$ cat src/rtl/gcd_engine.sv
// gcd_engine: GCD of two unsigned WIDTH-bit operands by repeated subtraction.
// Operands enter on a valid/ready handshake and the result leaves on another.
// The result is registered and stays on gcd_out until a new one is written.
// Optional build macro GCD_ITER_COUNT_EN builds the subtraction-step counter
// that drives iter_count. Without it, iter_count is tied to zero.
//
// state | meaning
// ------+-----------------------------------------------------------
// IDLE  | waiting for an operand pair, in_ready high
// BUSY  | one compare/subtract decision per cycle
// DONE  | result on gcd_out with out_valid high, waiting for out_ready
module gcd_engine #(
  parameter int WIDTH = 16
) (
  input  logic             clk,
  input  logic             rst,
  input  logic             in_valid,
  output logic             in_ready,
  input  logic [WIDTH-1:0] a_in,
  input  logic [WIDTH-1:0] b_in,
  output logic             out_valid,
  input  logic             out_ready,
  output logic [WIDTH-1:0] gcd_out,
  output logic             busy,
  output logic [WIDTH-1:0] iter_count
);

  typedef enum logic [1:0] {
    IDLE = 2'd0,
    BUSY = 2'd1,
    DONE = 2'd2
  } state_t;

  state_t state, state_next;

  logic [WIDTH-1:0] a_reg, b_reg, res_reg;
  logic [WIDTH-1:0] res_sel;
  logic             a_zero, b_zero, a_eq_b, a_gt_b;
  logic             done_cond;
  logic             accept, sub_a, sub_b, load_res;

  // Compare results. A zero operand or equal operands end the computation.
  // In all three of those cases the answer is A, except when A is zero.
  assign a_zero    = (a_reg == '0);
  assign b_zero    = (b_reg == '0);
  assign a_eq_b    = (a_reg == b_reg);
  assign a_gt_b    = (a_reg > b_reg);
  assign done_cond = a_zero | b_zero | a_eq_b;
  assign res_sel   = a_zero ? b_reg : a_reg;

  // Each subtraction only runs when its minuend is strictly larger, so it
  // can never underflow.
  assign accept   = (state == IDLE) && in_valid;
  assign load_res = (state == BUSY) && done_cond;
  assign sub_a    = (state == BUSY) && !done_cond && a_gt_b;
  assign sub_b    = (state == BUSY) && !done_cond && !a_gt_b;

  // State register. Reset wins over every handshake input.
  always_ff @(posedge clk) begin
    if (rst) state <= IDLE;
    else     state <= state_next;
  end

  // Next-state logic.
  always_comb begin
    state_next = state;
    case (state)
      IDLE:    if (in_valid)  state_next = BUSY;
      BUSY:    if (done_cond) state_next = DONE;
      DONE:    if (out_ready) state_next = IDLE;
      default: state_next = IDLE;
    endcase
  end

  // Status outputs are decoded from the state register only.
  always_comb begin
    in_ready  = 1'b0;
    busy      = 1'b0;
    out_valid = 1'b0;
    case (state)
      IDLE:    in_ready  = 1'b1;
      BUSY:    busy      = 1'b1;
      DONE:    out_valid = 1'b1;
      default: in_ready  = 1'b0;
    endcase
  end

  // Operand registers: load on accept, then subtract the smaller from the larger.
  always_ff @(posedge clk) begin
    if (rst) begin
      a_reg <= '0;
      b_reg <= '0;
    end else if (accept) begin
      a_reg <= a_in;
      b_reg <= b_in;
    end else if (sub_a) begin
      a_reg <= a_reg - b_reg;
    end else if (sub_b) begin
      b_reg <= b_reg - a_reg;
    end
  end

  // Result register. It is written only on the final BUSY decision, so it
  // holds its value through DONE and after the return to IDLE.
  always_ff @(posedge clk) begin
    if (rst)           res_reg <= '0;
    else if (load_res) res_reg <= res_sel;
  end

  assign gcd_out = res_reg;

`ifdef GCD_ITER_COUNT_EN
  logic [WIDTH-1:0] iter_reg;

  // Step counter. The worst case is 2^WIDTH-2 steps, which still fits in
  // WIDTH bits, so it never wraps.
  always_ff @(posedge clk) begin
    if (rst)                 iter_reg <= '0;
    else if (accept)         iter_reg <= '0;
    else if (sub_a || sub_b) iter_reg <= iter_reg + WIDTH'(1);
  end

  assign iter_count = iter_reg;
`else
  assign iter_count = '0;
`endif

endmodule

$ cat config.mk
export PLATFORM = sky130hd
export DESIGN_NAME = gcd_engine
export DESIGN_NICKNAME = d
export VERILOG_FILES = /design/src/rtl/gcd_engine.sv
export SDC_FILE = /design/constraint.sdc
export NUM_CORES = 1
export LEC_CHECK = 0
export CORE_ASPECT_RATIO = 1.4
export CORE_MARGIN = 2
export CORE_UTILIZATION = 50
export DETAILED_ROUTE_END_ITERATION = 7
export HOLD_SLACK_MARGIN = 0.1
export PLACE_DENSITY_LB_ADDON = 0.25
export SETUP_SLACK_MARGIN = 0.02
export SLEW_MARGIN = 30
export SYNTH_ARGS = -nofsm -noshare
export SYNTH_HDL_FRONTEND = slang
export SYNTH_SLANG_ARGS = --single-unit
$ cat constraint.sdc
create_clock -name clk -period 7.5 [get_ports clk]
set_input_delay 1.5 -clock clk [delete_from_list [all_inputs] [get_ports clk]]
set_output_delay 1.5 -clock clk [all_outputs]
set_load 0.01 [all_outputs]
==> results.json <==
{
  "cts-root-buf": "clkbuf_8",
  "path_max_fanout": 10,
  "syn2layout_area_growth_pct": 14.18,
  "setup-violations-final": 0,
  "synth_seq_cells": 50,
  "synthTopCellsByArea": "dfxtp_1, ha_1, a21oi_1, nor2_1, a211oi_1",
  "cts_tree": "built",
  "cts_sinks": 50,
  "cp_data_required_time_ns": 7.72,
  "synthesis.area_sq_um": 3988,
  "die_h_um": 109.7,
  "max_freq_ghz": 0.2899,
  "vias": 3964,
  "whs_ns": 0.4758,
  "gp_congestion": 0.9958,
  "grt_max_degree": 49,
  "grt-ovfl-total": 0,
  "clock_latency_ns": 0.31,
  "synth_top_cell_by_area": "dfxtp_1",
  "synth.avg_cell_area_sq_um": 7.567,
  "ant_nets": 0,
  "cts_made_buffers": 5,
  "cts.htree.levels": 2,
  "final_common_cell": "a21oi_1",
  "synth_cell_types": 60,
  "vias_per_cell": 6.033,
  "fillCellCount": 729,
  "die-area_sq_um": 8716,
  "dr.pass1.iters": 5,
  "arrival_ns": 3.67,
  "track_usage_pct": 27.37,
  "cts_hold_buffers": 0,
  "rows": 38,
  "grt_pass1_vias": 3682,
  "maxSlewViolCount": 0,
  "cp-end-kind": "register",
  "ctsResizeCount": 0,
  "startpoint_type": "register",
  "ys.flop_type": "dfxtp_1",
  "grt_pass1_wl_um": 18600,
  "die_w_um": 79.48,
  "drcViolationCount": 0,
  "nNetsFinal": 625,
  "post-route-util_pct": 58.75,
  "initial_utilization_pct": 51.45,
  "portBuffers": 54,
  "totalWireLength_um": 11530,
  "antenna_cells": 0,
  "place_hpwl_um": 8646,
  "yosysSeqAreaShare_pct": 25.10,
  "cts.path.max_buffers": 2,
  "setup_tns_ns": 0,
  "finalCriticalPeriod_ns": 3.450,
  "async_flop_share_pct": 0,
  "fin_crit_sh_pct": 46.00,
  "layout-drive-gt1-share_pct": 3.591,
  "maxCapViolCount": 0,
  "postCtsSetupRepairBufs": 0,
  "hp-class": "reg -> reg",
  "drtIter0Drc": 302,
  "synth_warnings": 0,
  "grt_antenna_before_repair": 0,
  "hold_violations": 0,
  "synth_top_area_share_pct": 25.10,
  "tightest_slew_ns": 0.9096,
  "path_clk_slew_ns": 0.10,
  "ios": 71,
  "wl_per_cell_um": 17.54,
  "fp.coreArea_sq_um": 7750,
  "maxSlewHeadroom_pct": 39.24,
  "worst-setup-path-type": "reg -> reg",
  "final_cell_mix": "a21oi_1, clkdlybuf4s50_1, nor2_1, dfxtp_1, inv_1",
  "synth_enable_flop_cells": 0,
  "status": "completed",
  "finalClockSkew_ns": 0.009801,
  "rsz0062_at_grt": "false",
  "syn_inst": 527
}
worst max-delay path, cell delays in order, from the launching register on:
cell      delay, ns
dfxtp_1        0.42
inv_1          0.07
ha_1           0.23
fa_1           0.42
nor2b_1        0.18
o31a_1         0.26
o211ai_1       0.13
and3_1         0.28
nor2b_1        0.75
buf_4          0.29
nor2_1         0.06
o41ai_2        0.26
final timing paths:
check                        startpoint               endpoint  slack, ns  depth (start not counted)
setup reg to reg  a_reg[0]$_SDFFE_PP0P_  a_reg[1]$_SDFFE_PP0P_       4.05                         11
setup / recovery  a_reg[0]$_SDFFE_PP0P_  a_reg[1]$_SDFFE_PP0P_       4.05                         11
hold reg to reg   state[1]$_SDFFE_PP0P_  state[0]$_SDFFE_PP0P_       0.48                          1
hold / removal    state[1]$_SDFFE_PP0P_  state[0]$_SDFFE_PP0P_       0.48                          1
stage by stage:
stage	area (sq um)	worst slack [ns]	std cells
2_1_floorplan	4044	5.020	542
5_1_grt	4553	3.846	657
6_report	4553	4.050	657
3_3_place_gp	4434	4.070	649
3_5_place_dp	4443	4.113	649
4_1_cts	4553	4.085	657
per-layer routing:
layer | vias up | part of all wire [%] | global-route usage, %
met5 | - | 0 | 0
met4 | 0 | 4.2 | 13.05
met3 | 43 | 5.9 | 3.612
met2 | 151 | 48 | 46.52
met1 | 1850 | 42 | 33.99
li1 | 1920 | - | -
cell usage after synthesis (all sizes together), types with 2 or more instances:
master,instances
a21oi,72
nor2,54
dfxtp,50
inv,44
buf,35
ha,31
nand3,29
a211oi,24
nand2,21
o21ai,20
clkbuf,14
a22oi,12
xnor2,11
a21o,9
nor4,9
and4,6
nand2b,6
a311oi,5
nor2b,5
nor3,5
o31a,5
or3,5
and2,4
and3,4
o21a,4
a211o,3
a21boi,3
nand4,3
o21bai,3
o31ai,3
xor2,3
a2bb2oi,2
a31oi,2
fa,2
mux2i,2
nand3b,2
o41ai,2
kinds of logic (layout without fill, tap and decap cells):
family,Yosys count,in the layout,share of synthesized area [%]
buf+inv,93,108,11.42
flops,50,50,25.10
mux,2,2,0.5021
xor+xnor,14,14,3.075
simple gates,155,155,19.83
fa+ha+maj,33,33,10.73
other cells,1,16,0.09404
compound gates,179,179,29.24
area by class of cell:
| class | instances | area, sq um | share of cell area (%) |
|---|---|---|---|
| clock buffer | 6 | 72.57 | 1.594 |
| clock inverter | 2 | 37.54 | 0.8244 |
| inverter | 44 | 165.2 | 3.627 |
| multi-input combinational | 399 | 2596 | 57.02 |
| sequential | 50 | 1001 | 21.98 |
| tap | 100 | 125.1 | 2.748 |
| timing repair buffer | 56 | 555.5 | 12.20 |
Power is left out: the tool's default activity adds up to more than one toggle a clock period on the data nets, which glitch-free logic cannot reach.
